<file path="config.mk">
export PLATFORM = sky130hd
export DESIGN_NAME = accum_adder_pipe
export DESIGN_NICKNAME = d
export VERILOG_FILES = /design/src/rtl/accum_adder_pipe.sv
export SDC_FILE = /design/constraint.sdc
export NUM_CORES = 1
export LEC_CHECK = 0
export ABC_CLOCK_PERIOD_IN_PS = 8750
export BUFFER_PORTS_ARGS = -buffer_cell sky130_fd_sc_hd__buf_2
export CORE_MARGIN = 1
export CORE_UTILIZATION = 40
export DETAILED_ROUTE_END_ITERATION = 7
export MAX_ROUTING_LAYER = met4
export PLACE_DENSITY = 0.56
export SLEW_MARGIN = 20
export SYNTH_ARGS = -nofsm -noshare
export SYNTH_HDL_FRONTEND = slang
export SYNTH_SLANG_ARGS = --single-unit
</file>
<file path="constraint.sdc">
create_clock -name clk_i -period 8.75 [get_ports clk_i]
set_clock_uncertainty 0.1 [all_clocks]
set_input_delay 1.75 -clock clk_i [delete_from_list [all_inputs] [get_ports clk_i]]
set_output_delay 1.75 -clock clk_i [all_outputs]
set_load 0.05 [all_outputs]
</file>
<file path="src/rtl/accum_adder_pipe.sv">
// accum_adder_pipe: pipelined multi-operand adder tree followed by a
// wide saturating/wrapping accumulator with valid/ready flow control.
// Operands of one beat are reduced through log2(NUM_IN) registered adder
// levels; the tree result is then folded into the group accumulator.
// A result is presented only after the last beat of a group.

module accum_adder_pipe #(
   parameter int IN_WIDTH  = 18,
   parameter int NUM_IN    = 4,
   parameter int ACC_WIDTH = 40,
   parameter int SATURATE  = 1
) (
   input  logic                         clk_i,
   input  logic                         rst_ni,
   input  logic                         valid_i,
   output logic                         ready_o,
   input  logic [NUM_IN*IN_WIDTH-1:0]   data_i,
   input  logic                         signed_i,
   input  logic                         first_i,
   input  logic                         last_i,
   output logic                         valid_o,
   input  logic                         ready_i,
   output logic [ACC_WIDTH-1:0]         sum_o,
   output logic                         ovf_o
);

   localparam int LVLS = $clog2(NUM_IN);
   // Tree registers are held at the final tree width; level j only ever
   // carries values that fit IN_WIDTH+j bits, so the tree never overflows.
   localparam int TW   = IN_WIDTH + LVLS;
   localparam int AW1  = ACC_WIDTH + 1;

   // Heap-ordered tree: node n sums children 2n and 2n+1. Nodes
   // NUM_IN..2*NUM_IN-1 are the extended operands, node 1 is the root.
   logic [TW-1:0]        r_node [1:NUM_IN-1];
   logic [TW-1:0]        w_val  [2:2*NUM_IN-1];

   // Beat sideband travelling alongside the tree, index 0 = level 1.
   logic [LVLS-1:0]      r_v;
   logic [LVLS-1:0]      r_sg;
   logic [LVLS-1:0]      r_f;
   logic [LVLS-1:0]      r_l;

   logic                 w_en;
   logic [TW-1:0]        w_tree;
   logic                 w_tv;
   logic                 w_tsg;
   logic                 w_tf;
   logic                 w_tl;

   logic [ACC_WIDTH-1:0] r_acc;
   logic                 r_ovf;
   logic                 r_mode;
   logic                 r_lastp;
   logic                 r_valid_o;

   logic                 w_fresh;
   logic                 w_mode;
   logic [AW1-1:0]       w_add;
   logic [AW1-1:0]       w_base;
   logic [AW1-1:0]       w_sum;
   logic                 w_lovf;
   logic [ACC_WIDTH-1:0] w_next;

   // Global stall: everything advances unless a result waits on downstream.
   assign w_en    = !r_valid_o || ready_i;
   assign ready_o = w_en;

   genvar g;
   for (g = 2; g < NUM_IN; g++) begin : g_int
      assign w_val[g] = r_node[g];
   end
   for (g = 0; g < NUM_IN; g++) begin : g_leaf
      assign w_val[NUM_IN+g] = {{LVLS{signed_i & data_i[g*IN_WIDTH+IN_WIDTH-1]}},
                                data_i[g*IN_WIDTH +: IN_WIDTH]};
   end

   // Adder tree levels: every node registers the sum of its two children.
   always_ff @(posedge clk_i or negedge rst_ni) begin
      if (!rst_ni) begin
         for (int n = 1; n < NUM_IN; n++) begin
            r_node[n] <= '0;
         end
      end else if (w_en) begin
         for (int n = 1; n < NUM_IN; n++) begin
            r_node[n] <= w_val[2*n] + w_val[2*n+1];
         end
      end
   end

   // Sideband shift register: valid, signedness and group markers per level.
   always_ff @(posedge clk_i or negedge rst_ni) begin
      if (!rst_ni) begin
         r_v  <= '0;
         r_sg <= '0;
         r_f  <= '0;
         r_l  <= '0;
      end else if (w_en) begin
         r_v[0]  <= valid_i;
         r_sg[0] <= signed_i;
         r_f[0]  <= first_i;
         r_l[0]  <= last_i;
         for (int j = 1; j < LVLS; j++) begin
            r_v[j]  <= r_v[j-1];
            r_sg[j] <= r_sg[j-1];
            r_f[j]  <= r_f[j-1];
            r_l[j]  <= r_l[j-1];
         end
      end
   end

   assign w_tree = r_node[1];
   assign w_tv   = r_v[LVLS-1];
   assign w_tsg  = r_sg[LVLS-1];
   assign w_tf   = r_f[LVLS-1];
   assign w_tl   = r_l[LVLS-1];

   // Accumulate next value: extend per group mode, add at ACC_WIDTH+1, clamp or wrap.
   always_comb begin
      w_fresh = w_tf | r_lastp;
      w_mode  = w_fresh ? w_tsg : r_mode;
      w_add   = {{(AW1-TW){w_mode & w_tree[TW-1]}}, w_tree};
      if (w_fresh) begin
         w_base = '0;
      end else begin
         w_base = {w_mode & r_acc[ACC_WIDTH-1], r_acc};
      end
      w_sum = w_base + w_add;
      if (w_mode) begin
         w_lovf = w_sum[AW1-1] ^ w_sum[AW1-2];
      end else begin
         w_lovf = w_sum[AW1-1];
      end
      if (w_lovf && (SATURATE != 0)) begin
         if (!w_mode) begin
            w_next = {ACC_WIDTH{1'b1}};
         end else if (w_sum[AW1-1]) begin
            w_next = {1'b1, {(ACC_WIDTH-1){1'b0}}};
         end else begin
            w_next = {1'b0, {(ACC_WIDTH-1){1'b1}}};
         end
      end else begin
         w_next = w_sum[ACC_WIDTH-1:0];
      end
   end

   // Accumulator, group state and result valid; only a last beat raises valid_o.
   always_ff @(posedge clk_i or negedge rst_ni) begin
      if (!rst_ni) begin
         r_acc     <= '0;
         r_ovf     <= 1'b0;
         r_mode    <= 1'b0;
         r_lastp   <= 1'b1;
         r_valid_o <= 1'b0;
      end else if (w_en) begin
         if (w_tv) begin
            r_acc     <= w_next;
            r_ovf     <= w_fresh ? w_lovf : (r_ovf | w_lovf);
            r_mode    <= w_mode;
            r_lastp   <= w_tl;
            r_valid_o <= w_tl;
         end else begin
            r_valid_o <= 1'b0;
         end
      end
   end

   assign valid_o = r_valid_o;
   assign sum_o   = r_acc;
   assign ovf_o   = r_ovf;

endmodule

</file>
==> results.md <==
* Critical register-to-register path startpoint: r_lastp$_DFFE_PN1P_
* Fraction of final layout cells with drive strength greater than 1 at 0.160
* Site row count at 55
* Most frequently used cell type in the post-synthesis netlist: sky130_fd_sc_hd__nand2_1
* Number of sinks driven by the clock tree at 112
* Leakage power at 4.82 nW
* Placer Congestion at 0.879
* Fin Hold WS at 0.370 ns
* Total of max-cap violations at 0
* Die Y-Extent at 155 µm
* Total congestion overflow after global routing at 0
* Endpoint type of the worst setup path: flop
* Bufs on Longest Clock Path at 2
* Share of async-settable or async-resettable flops after synthesis at 1.00
* Number of buffers created by CTS at 9
* Post-cts repair resize count at 0
* GRT Overall Usage at 0.202
* Clock-pin slew on the worst setup and hold paths at 0.08 ns
* Number of remaining DRC errors at 0
* Number of I/O port buffers at 121
* Area share of and/or/nand/nor cells after synthesis at 0.200
* Routed met1 length at 11500 µm
* Setup TNS at 0 ns
* Final Cell Area at 10400 µm²
* Slowest stage delay, CP at 0.60 ns
* Crit path max-delay family: compound AO/OA/AOI/OAI gates
* Number of distinct standard cells referenced by the synthesized netlist at 81
* XOR/XNOR Fraction of Synth Area at 0.0817
* Post-synthesis net count at 1306
* Most instantiated cells after synthesis: sky130_fd_sc_hd__nand2_1, sky130_fd_sc_hd__a21oi_1, sky130_fd_sc_hd__dfrtp_1, sky130_fd_sc_hd__nor2_1, sky130_fd_sc_hd__ha_1
* Die width at 155 µm
* Share of the yosys chip area belonging to registers at 0.301
* Detailed-routed wire length on met3 at 891 µm
* Die ar. at 23900 µm²
* Initial antenna violation count at 1
* Remaining antenna violation count after routing at 0
* Highest metal used: met4
* DPL Wire Length at 16900 µm
* Post-detailed-route wirelength per cell at 15.0 µm
* Setup slack, reg-to-reg at 3.77 ns
* Max IR drop VDD at 0.132 mV
* Relative slew slack at 0.367
* Netlist Area Pre-Place at 9310 µm²
* Count of flip-flops with a built-in enable after synthesis at 0
* Cell Chain, Critical Path: nor2_2, and2_1, ha_1, fa_1, a211oi_1, o211ai_1, a31o_1, nand4_1, a31oi_2, a31oi_1, o31a_1, o211ai_4, mux2_4, nor2_4, buf_4, o22ai_1
* Length of routed met2 wiring at 10200 µm
* Final setup violation count at 0
* Maximum fanout along the worst path at 24
* Via count at 8039
* Final slew viol count at 0
* Synthesis-to-layout area growth at 12.1%
* CTS Root Cell: sky130_fd_sc_hd__clkbuf_16
* Number of iterations in the first detailed-routing pass at 5
* Total number of nets in the final design at 1399
* Worst reg2reg path endpoint: sum_o[34]$_DFFE_PN0P_
* Number of warnings reported in the yosys synthesis log at 0
* Cell count of the worst reg-to-reg path at 16
* Adder-cell share of the synthesized area at 0.129
* Critical path startpoint category: flop
* Slew of the pin with the lowest slew margin at 0.949 ns
* Insertion delay of the later-clocked pin in the worst-skew pair at 0.36 ns
* First-iteration detailed-routing DRC count at 492
* Power Dens Cells at 431 nW/µm²
* Area of the core region at 22700 µm²
* Via density per instance at 5.29
* Number of buffers added to fix hold violations after cts at 0
* DP Cell Count at 1503
* Overall power of the completed layout at 4.49 mW
* Post-route fraction of the period consumed by the critical path at 0.569
* H-tree depth at 3
* Number of placed I/O pins at 122
* Critical Path End: sum_o[34]$_DFFE_PN0P_
* Worst Path Required at 8.89 ns
* Register bit total from synthesis at 112
* CP Class: flop to flop
* Maximum clock frequency at 201 MHz
* Outcome: finished, final reports clean
* Setup ws final at 3.77 ns
* Hold depth at 2
* Leading cell types by total area after synthesis: sky130_fd_sc_hd__dfrtp_1, sky130_fd_sc_hd__ha_1, sky130_fd_sc_hd__a21oi_1
* Arr. time, crit path at 5.12 ns
* Post-layout utilization of the core at 0.459
* Buffers and inverters on the worst path at 1
* Global-route wire length before repair at 38100 µm
* Most used DFF post-synth: sky130_fd_sc_hd__dfrtp_1
* Fraction of post-synthesis cell area in the top cell type by area at 0.298
* Vias in the first global route at 7650
* Hold Violations, Final at 0
* Gate Count Post-Synth at 1136
* Routed Wire Length at 22900 µm
* Buffer count from post-CTS setup fixing at 0
* Fraction of the mapped netlist area in compound gates at 0.244
* Largest area contributor in the netlist: sky130_fd_sc_hd__dfrtp_1
* Initial Utilization at 0.410
* Pin count of the biggest net entering global routing at 82
* Worst Setup SP: r_lastp$_DFFE_PN1P_
* Number of cells in the finished layout apart from fillers at 1520
* Combinational family with the most area after synthesis: compound AO/OA/AOI/OAI gates
* Dpl cell area at 10100 µm²
* Number of logic stages on the critical path including buffering at 16
* RSZ-0062 raised after global routing: no
* Multiplexer share of the synthesized area at 0.00551
* Synth Area per Inst at 8.19 µm²
* Worst hold path class: flop to flop
* Master of the slowest instance on the critical path: sky130_fd_sc_hd__dfstp_2
* Clock tree from TritonCTS: done
* Setup slack at placement at 3.74 ns
* Fin crit period at 4.98 ns
## where the power goes
group	switching [mW]	internal, mW	total, mW	leakage [nW]
logic	1.89	1.16	3.05	3.38
registers	0.238	0.770	1.01	1.29
clock network	0.210	0.227	0.437	0.146
## layout by cell type (no fill, tap or decap), drive strengths merged, types with 7 or more instances in the layout
cell | synthesis | layout
a211oi | 11 | 11
xor2 | 37 | 37
o211ai | 8 | 8
buf | 15 | 129
a21o | 23 | 23
xnor2 | 49 | 49
nand3 | 20 | 20
nand2 | 147 | 147
and2 | 42 | 42
nor3 | 21 | 21
clkbuf | 32 | 10
a21boi | 7 | 7
o21bai | 12 | 12
o21a | 7 | 7
a31oi | 11 | 11
o21ai | 82 | 82
a21oi | 141 | 141
nor2 | 112 | 112
nor2b | 9 | 9
or3 | 9 | 9
ha | 87 | 87
or2 | 7 | 7
and3 | 8 | 8
nand2b | 11 | 11
inv | 36 | 39
o31ai | 12 | 12
dfrtp | 111 | 111
## worst register-to-register path, delay by kind of cell (launching register included)
kind,cells,cell delay [ns]
AOI/OAI and AO/OA,8,2.01
adders and majority gates,2,0.64
buffers and inverters,1,0.43
DFF,1,0.60
muxes,1,0.34
and+or+nand+nor,4,0.73
## final cells by class
type,count,area [µm²]
well taps,285,357
fillers,2331,12300
diodes,1,2.50
inverters,36,135
multi-input cells,941,6160
clock inverters,6,75.1
repair buffers,129,668
clock buffers,10,229
flip-flops and latches,112,2800
## registers in the layout, indices dropped and copies added (netlist names)
name     flops
r_lastp      1
r_node      40
sum_o       40
valid_o      1
r_sg         2
r_mode       1
r_l          2
r_f          2
r_v          2
ovf_o        1
w_tree      20
## cell families (layout without fill, tap and decap cells)
| kind of cell | Yosys count | after routing |
|---|---|---|
| and+or+nand+nor | 402 | 402 |
| AOI/OAI and AO/OA | 355 | 355 |
| DFF | 112 | 112 |
| adders and majority gates | 94 | 94 |
| xor gates and xnor gates | 86 | 86 |
| buffers and inverters | 83 | 181 |
| muxes | 4 | 4 |
| other | 0 | 1 |
## worst min path at each step
stage                            start                  to
floorplan           r_f[0]$_DFFE_PN0N_  r_f[0]$_DFFE_PN0N_
global placement    r_l[0]$_DFFE_PN0N_  r_l[0]$_DFFE_PN0N_
detailed placement  r_v[0]$_DFFE_PN0N_  r_v[0]$_DFFE_PN0N_
CTS                 r_l[0]$_DFFE_PN0N_  r_l[0]$_DFFE_PN0N_
global route        r_l[0]$_DFFE_PN0N_  r_l[0]$_DFFE_PN0N_
finish              r_l[0]$_DFFE_PN0N_  r_l[0]$_DFFE_PN0N_
## metal layers
metal	vias to the layer above	global-route usage
li1	4200	-
met1	3656	0.275
met2	169	0.321
met3	14	0.0272
met4	0	0.0391
met5	-	-
Power figures use the tool's default switching activity.
